`src/rtl/mem_access.sv`:
```
// Memory-access pipeline stage: forwards ALU results, runs aligned loads/stores
// through a single-outstanding data-memory handshake, and flags misaligned accesses.
module mem_access (
    input  logic        clk,
    input  logic        rstn,
    input  logic        i_MEM_valid,
    input  logic        i_MEM_regWe,
    input  logic [4:0]  i_MEM_WRA,
    input  logic [31:0] i_MEM_aluRst,
    input  logic [31:0] i_MEM_storeD,
    input  logic        i_MEM_memRe,
    input  logic        i_MEM_memWe,
    input  logic [1:0]  i_MEM_size,
    input  logic        i_MEM_unsigned,
    output logic        o_MEM_stall,
    output logic        o_dmem_req,
    output logic        o_dmem_we,
    output logic [31:0] o_dmem_addr,
    output logic [31:0] o_dmem_wdata,
    output logic [3:0]  o_dmem_be,
    input  logic        i_dmem_ready,
    input  logic [31:0] i_dmem_rdata,
    output logic        o_MEM_regWe,
    output logic [4:0]  o_MEM_WRA,
    output logic [31:0] o_MEM_WRD,
    output logic        o_MEM_misalign
);

    typedef enum logic {StIdle, StAccess} state_t;

    state_t      r_state, w_state_next;
    logic        w_mem_op, w_misalign, w_in_idle, w_in_access, w_accept, w_done, w_stall;

    logic        r_we, r_regWe, r_unsigned;
    logic [4:0]  r_WRA;
    logic [31:0] r_addr, r_storeD;
    logic [1:0]  r_size;

    logic        r_out_regWe, r_out_misalign;
    logic [4:0]  r_out_WRA;
    logic [31:0] r_out_WRD;

    logic [3:0]  w_be;
    logic [31:0] w_wdata, w_load;
    logic [7:0]  w_byte;
    logic [15:0] w_half;

    assign w_mem_op    = i_MEM_memRe | i_MEM_memWe;
    assign w_in_idle   = (r_state == StIdle);
    assign w_in_access = (r_state == StAccess);

    always_comb begin
        w_misalign = 1'b0;
        case (i_MEM_size)
            2'b00:   w_misalign = 1'b0;
            2'b01:   w_misalign = i_MEM_aluRst[0];
            default: w_misalign = |i_MEM_aluRst[1:0];
        endcase
    end

    assign w_accept = w_in_idle & i_MEM_valid & w_mem_op & ~w_misalign;
    assign w_done   = w_in_access & i_dmem_ready;
    assign w_stall  = w_accept | (w_in_access & ~i_dmem_ready);
    // Stall is forced low while reset is asserted, like every other o_MEM_* output.
    assign o_MEM_stall = rstn & w_stall;

    always_comb begin
        w_state_next = r_state;
        case (r_state)
            StIdle:   if (w_accept) w_state_next = StAccess;
            StAccess: if (i_dmem_ready) w_state_next = StIdle;
            default:  w_state_next = StIdle;
        endcase
    end

    always_ff @(posedge clk or negedge rstn) begin
        if (!rstn) begin
            r_state <= StIdle;
        end else begin
            r_state <= w_state_next;
        end
    end

    always_ff @(posedge clk or negedge rstn) begin
        if (!rstn) begin
            r_we       <= 1'b0;
            r_regWe    <= 1'b0;
            r_unsigned <= 1'b0;
            r_WRA      <= 5'd0;
            r_addr     <= 32'd0;
            r_storeD   <= 32'd0;
            r_size     <= 2'b00;
        end else if (w_accept) begin
            r_we       <= i_MEM_memWe;
            r_regWe    <= i_MEM_regWe;
            r_unsigned <= i_MEM_unsigned;
            r_WRA      <= i_MEM_WRA;
            r_addr     <= i_MEM_aluRst;
            r_storeD   <= i_MEM_storeD;
            r_size     <= i_MEM_size;
        end
    end

    always_comb begin
        w_be    = 4'b1111;
        w_wdata = r_storeD;
        case (r_size)
            2'b00: begin
                w_be    = 4'b0001 << r_addr[1:0];
                w_wdata = {4{r_storeD[7:0]}};
            end
            2'b01: begin
                w_be    = r_addr[1] ? 4'b1100 : 4'b0011;
                w_wdata = {2{r_storeD[15:0]}};
            end
            default: begin
                w_be    = 4'b1111;
                w_wdata = r_storeD;
            end
        endcase
    end

    always_comb begin
        w_byte = i_dmem_rdata[7:0];
        case (r_addr[1:0])
            2'b00:   w_byte = i_dmem_rdata[7:0];
            2'b01:   w_byte = i_dmem_rdata[15:8];
            2'b10:   w_byte = i_dmem_rdata[23:16];
            default: w_byte = i_dmem_rdata[31:24];
        endcase
        w_half = r_addr[1] ? i_dmem_rdata[31:16] : i_dmem_rdata[15:0];
        case (r_size)
            2'b00:   w_load = r_unsigned ? {24'd0, w_byte} : {{24{w_byte[7]}}, w_byte};
            2'b01:   w_load = r_unsigned ? {16'd0, w_half} : {{16{w_half[15]}}, w_half};
            default: w_load = i_dmem_rdata;
        endcase
    end

    assign o_dmem_req   = w_in_access;
    assign o_dmem_we    = w_in_access & r_we;
    assign o_dmem_be    = w_in_access ? w_be : 4'b0000;
    assign o_dmem_addr  = {r_addr[31:2], 2'b00};
    assign o_dmem_wdata = w_wdata;

    // Stores and misaligned ops leave WRA/WRD untouched; only results that carry data update them.
    always_ff @(posedge clk or negedge rstn) begin
        if (!rstn) begin
            r_out_regWe    <= 1'b0;
            r_out_misalign <= 1'b0;
            r_out_WRA      <= 5'd0;
            r_out_WRD      <= 32'd0;
        end else begin
            r_out_regWe    <= 1'b0;
            r_out_misalign <= 1'b0;
            if (w_in_idle && i_MEM_valid) begin
                if (!w_mem_op) begin
                    r_out_regWe <= i_MEM_regWe & (|i_MEM_WRA);
                    r_out_WRA   <= i_MEM_WRA;
                    r_out_WRD   <= i_MEM_aluRst;
                end else if (w_misalign) begin
                    r_out_misalign <= 1'b1;
                end
            end else if (w_done && !r_we) begin
                r_out_regWe <= r_regWe & (|r_WRA);
                r_out_WRA   <= r_WRA;
                r_out_WRD   <= w_load;
            end
        end
    end

    assign o_MEM_regWe    = r_out_regWe;
    assign o_MEM_WRA      = r_out_WRA;
    assign o_MEM_WRD      = r_out_WRD;
    assign o_MEM_misalign = r_out_misalign;

endmodule

```
`config.mk`:
```
export PLATFORM = sky130hd
export DESIGN_NAME = mem_access
export DESIGN_NICKNAME = d
export VERILOG_FILES = /design/src/rtl/mem_access.sv
export SDC_FILE = /design/constraint.sdc
export NUM_CORES = 1
export LEC_CHECK = 0
export ABC_AREA = 0
export BUFFER_PORTS_ARGS = -buffer_cell sky130_fd_sc_hd__buf_2
export CORE_UTILIZATION = 31
export DETAILED_ROUTE_END_ITERATION = 16
export PLACE_DENSITY_LB_ADDON = 0.2
export REMOVE_ABC_BUFFERS = 1
export SETUP_SLACK_MARGIN = 0.2
export SKIP_LAST_GASP = 1
export SYNTH_ARGS = -nofsm -noshare
export SYNTH_HDL_FRONTEND = slang
export SYNTH_SLANG_ARGS = --single-unit
```
`constraint.sdc`:
```
create_clock -name clk -period 3.6 [get_ports clk]
set_input_delay 0.9 -clock clk [delete_from_list [all_inputs] [get_ports clk]]
set_output_delay 0.9 -clock clk [all_outputs]
set_load 0.05 [all_outputs]
```
* After elaboration in Yosys (flattened, before gate mapping)
Index checks and enable logic that the tools add are counted.
** Operators by class
- Shifts and indexed selects :: 1
- Reduce and logical (&&, ||, !) cells :: 11
- Mux-type cells :: 25
- Eq/ne operators :: 5
- Bitwise gates (word level) :: 14
** Operators with widths (count)
- 2-to-1 mux 32 bit :: 5
- one-hot mux 32 bit (2 select lines) :: 2
- one-hot mux 8 bit (3 select lines) :: 1
- 2-to-1 mux 16 bit :: 1
- 2-to-1 mux 5 bit :: 3
- OR reduction 5 bit :: 2
- bitwise AND 1 bit :: 9
- 2-to-1 mux 1 bit :: 8
- 2-to-1 mux 4 bit :: 2
- one-hot mux 4 bit (2 select lines) :: 1
- equality test 2 x 1 -> 1 bit (second input constant) :: 3
- zero test 2 bit :: 3
- one-hot mux 1 bit (2 select lines) :: 2
- << shifter 1 x 2 -> 4 bit (first input constant) :: 1
- NOT 1 bit :: 3
- equality test 2 bit (second input constant) :: 1
- logical AND 1 bit :: 2
- inequality test 2 bit (second input constant) :: 1
- OR 1 bit :: 2
- AND reduction 2 bit :: 1
- nonzero test 2 bit :: 1
- OR reduction 2 bit :: 1
- zero test 1 bit :: 1
** Word-level totals
- Output and inout bits :: 110
- Register bits after elaboration :: 114
- Logic and storage cells :: 68

* Depth between registers and ports, before layout
- Word-level depth :: 6
- Mapped depth :: 8

* Worst setup path after synthesis
Ideal clock, no wire load.
- Path kind :: in2out
- Start :: input port i_MEM_size[1]
- End :: output port o_MEM_stall
- Data arrival time :: 2696 ps
- Path buffers :: 2
- Stages on the path :: 6
- Path slack :: 4 ps
- Required time :: 2700 ps
- Cell sequence :: a21o_1 -> o21ai_0 -> nand2_1 -> buf_4 -> buf_6 -> a21boi_0
** Between the ends
- Longest elaborated chain between the ends :: 6
** RTL lines
- start, declared :: RTL line 13 : input logic [1:0] i_MEM_size,
- equality test 2 x 1 -> 1 bit / zero test 2 bit (equally long branches) :: RTL line 54 : case (i_MEM_size)
- one-hot mux 1 bit (2 select lines) * :: RTL line 54
- NOT 1 bit * :: RTL line 61 : assign w_accept = w_in_idle & i_MEM_valid & w_mem_op & ~w_misalign;
- bitwise AND 1 bit * :: RTL line 61
- OR 1 bit * :: RTL line 63 : assign w_stall = w_accept | (w_in_access & ~i_dmem_ready);
- bitwise AND 1 bit * :: RTL line 65 : assign o_MEM_stall = rstn & w_stall;
- end, declared :: RTL line 15 : output logic o_MEM_stall,
Mark *: on every way between the ends. The rest lies on a longest branch, timed or not.

* Worst setup path after layout
- Start :: register r_size[0]
- End :: output port o_dmem_be[0]
** Between the ends
- Longest elaborated chain between the ends :: 3
** RTL lines
- start, declared :: RTL line 37 : logic [1:0] r_size;
- start signal, assigned :: RTL line 100 : r_size <= i_MEM_size;
- equality test 2 x 1 -> 1 bit / zero test 2 bit (equally long branches) :: RTL line 107 : case (r_size)
- one-hot mux 4 bit (2 select lines) * :: RTL line 107
- 2-to-1 mux 4 bit * :: RTL line 141 : assign o_dmem_be = w_in_access ? w_be : 4'b0000;
- end, declared :: RTL line 20 : output logic [3:0] o_dmem_be,
Marked as above.

==> flow_summary.ini <==
[outcome]
status = completed

[clock_network]
cts.sinks = 114
clk_pin_slew_ns = 0.05
cts_root_buf = clkbuf_16
cts_resized = 0
cts_tree = done
post_cts_buffers = 0
cts-htree-levels = 4
cts_buffers = 17
postCtsHoldBufs = 0
clockBufferDepth = 2
clock_latency_ns = 0.41

[routing]
vias = 4686
dr.pass1.iters = 4
viasPerCell = 4.969
antenna_left = 0
drt_iter0_markers = 185
drt-total-wl_um = 17560
wire_per_inst_um = 18.62
drc = 0

[hold_path]
min_path_cells = 1
hold_class = reg2reg

[final_layout]
drive_gt1_share_pct = 52.33
design_area_um2 = 7451
finalNetCount = 807
areaGrowthSynthToFinish_pct = 26.35
n_antenna_cell = 0

[pwr]
leakage_nw = 3.427
power_mw = 6.928
power.density_nw_per_um2 = 929.9
ir_drop_uv = 401.5

[floorplanning]
core_um2 = 18710
io_pins = 221
dieArea_um2 = 19580
die_w_um = 139.9
initial_core_util_pct = 31.53
die_height_um = 139.9
num_rows = 50

[synth]
synthDistinctLibCells = 44
ys_ff_latch = 114
avgSynthCellArea_um2 = 11.25
ys_warn_count = 0
syn-cell-area_um2 = 5897
synthesis.instances = 524
ys_seq_area_share_pct = 48.38

[placed_design]
gp_congestion = 0.8043
io_buffers = 218
placed_cell_area_um2 = 6869
dp_hpwl_um = 12520

[timing]
rsz0062_at_grt = false
tns_ns = 0
slew-limit-headroom_pct = 34.15
slew_violations = 0
final.min_clock_period_ns = 3.108
tightest_slew_ns = 0.9878
hold_viol_final = 0
finalClockSkew_ns = 0.005366
setup_viol = 0
period_share_pct = 86.33
fmax_mhz = 321.8

[critical_path]
ff2ff_path_depth = 5
critPathSlowestCell = dfrtp_1
required_ns = 2.70
worstPathCellList = nor2b_1, o21bai_1, and2_1, buf_2
crit_cells = 4
worstSetupStartpointType = register
path_class = reg2out
path_delay_family = flip-flops
critPathCaptureType = output pin
cp_num_buf_inv = 1
arrival_ns = 2.21
critPathMaxStageDelay_ns = 0.64
cp_max_fo = 11

[grt]
grt.total_usage_pct = 18.70
overflow = 0
grt_max_degree = 76
antenna_found_initial = 1
grt_pass1_wl_um = 28260
first_global_vias = 4962

[run]
cap_violations = 0
[path summary, 6_finish.rpt]
path | startpoint | end | slack [ns]
worst max-delay path | r_size[0] | o_dmem_be[0] | 0.49
worst min-delay path | r_addr[11] | r_addr[11] | 0.50
worst max register to register | o_dmem_req | o_MEM_WRD[13] | 1.12
worst min register to register | r_addr[11] | r_addr[11] | 0.50
max in group asynchronous | rstn | r_storeD[26] | 1.58
min in group asynchronous | rstn | o_MEM_WRA[0] | 0.62
[worst reg2reg max path, cell delays in order (launching register included)]
cell	delay, ns
dfrtp_1	0.50
nor2b_1	0.62
a21o_2	0.60
buf_4	0.35
nor2_1	0.08
a211oi_1	0.23
[cell families (layout without fill, tap and decap cells)]
| family | after synthesis | in the layout | share of synthesized area [%] |
|---|---|---|---|
| DFF | 114 | 114 | 48.38 |
| buffers and inverters | 78 | 262 | 8.848 |
| other | 1 | 2 | 0.06359 |
| AOI/OAI and AO/OA | 85 | 85 | 11.75 |
| and+or+nand+nor | 138 | 138 | 10.59 |
| muxes | 108 | 108 | 20.37 |
[registers in the layout, summed over array words and instances (netlist names)]
name / flops
o_MEM_misalign: 1
o_dmem_req: 1
o_MEM_WRA: 5
o_MEM_regWe: 1
r_storeD: 32
r_unsigned: 1
r_regWe: 1
r_WRA: 5
r_addr: 32
o_MEM_WRD: 32
r_size: 2
r_we: 1
[power breakdown]
part | switching, mW | internal [mW]
Sequential | 0.282 | 1.70
Clock | 0.610 | 1.07
Combinational | 2.36 | 0.902
[per-layer routing]
layer | GRT usage, % | share of wire (%) | wire, um | vias to the layer above
li1 | - | - | - | 2180
met1 | 23.59 | 44 | 7668 | 2316
met2 | 30.42 | 48 | 8406 | 173
met3 | 5.983 | 7.3 | 1288 | 15
met4 | 5.784 | 1.0 | 182 | 2
met5 | 0 | 0.074 | 13 | -
[placed cells by master, fill, tap and decap left out, drive strengths merged, types with 9 or more instances in the layout]
cell	instances
a211oi	30
mux2	93
buf	229
nor3	33
mux2i	15
nand2	37
clkbuf	22
a221oi	9
o21ai	9
dfrtp	114
a22o	9
nor2	54
[synthesized netlist by cell type]
master | instances | share of area [%]
a211oi_1 | 20 | 2.5
a211oi_2 | 10 | 2.1
a21boi_0 | 1 | 0.13
a21o_1 | 2 | 0.25
a21oi_1 | 2 | 0.17
a21oi_2 | 2 | 0.30
a221oi_1 | 9 | 1.3
a222oi_1 | 1 | 0.17
a22o_1 | 9 | 1.3
a22oi_1 | 8 | 1.0
a31oi_1 | 5 | 0.53
and2_1 | 2 | 0.21
and3b_1 | 1 | 0.15
buf_1 | 2 | 0.13
buf_2 | 17 | 1.4
buf_4 | 45 | 5.7
buf_6 | 5 | 0.95
clkbuf_1 | 7 | 0.45
clkbuf_2 | 1 | 0.085
conb_1 | 1 | 0.064
dfrtp_1 | 114 | 48
inv_1 | 1 | 0.064
mux2_1 | 1 | 0.19
mux2_2 | 91 | 17
mux2_4 | 1 | 0.25
mux2i_1 | 15 | 2.5
nand2_1 | 37 | 2.4
nand2b_1 | 1 | 0.11
nand2b_4 | 1 | 0.23
nand3b_1 | 1 | 0.13
nor2_1 | 53 | 3.4
nor2_2 | 1 | 0.11
nor2b_1 | 4 | 0.42
nor3_1 | 32 | 2.7
nor3_2 | 1 | 0.17
nor3b_2 | 1 | 0.21
o2111ai_1 | 1 | 0.15
o211ai_1 | 1 | 0.13
o21a_1 | 3 | 0.38
o21ai_0 | 9 | 0.76
o21bai_1 | 1 | 0.13
o31a_4 | 1 | 0.30
or3b_1 | 1 | 0.15
or4_1 | 2 | 0.25
[through the flow]
| stage | hold slack (ns) | instances | worst slack, ns | utilization [%] |
|---|---|---|---|---|
| floorplan | 0.4740 | 448 | -1.444 | - |
| global placement | 0.4815 | 911 | 0.6617 | 36.72 |
| detailed placement | 0.4878 | 911 | 0.5729 | 36.72 |
| CTS | 0.5004 | 943 | 0.4829 | 39.83 |
| global route | 0.5151 | 943 | 0.3221 | 39.83 |
| finish | 0.5001 | 943 | 0.4922 | 39.83 |
[area by class of cell]
cell class | count | area [um^2]
Fill cell | 1873 | 11250
Sequential cell | 114 | 2854
Multi-Input combinational cell | 333 | 2542
Timing Repair Buffer | 229 | 1176
Clock buffer | 22 | 474.2
Tap cell | 234 | 292.8
Clock inverter | 10 | 107.6
Inverter | 1 | 3.754
Note: power is estimated with default switching activity, not from simulation.
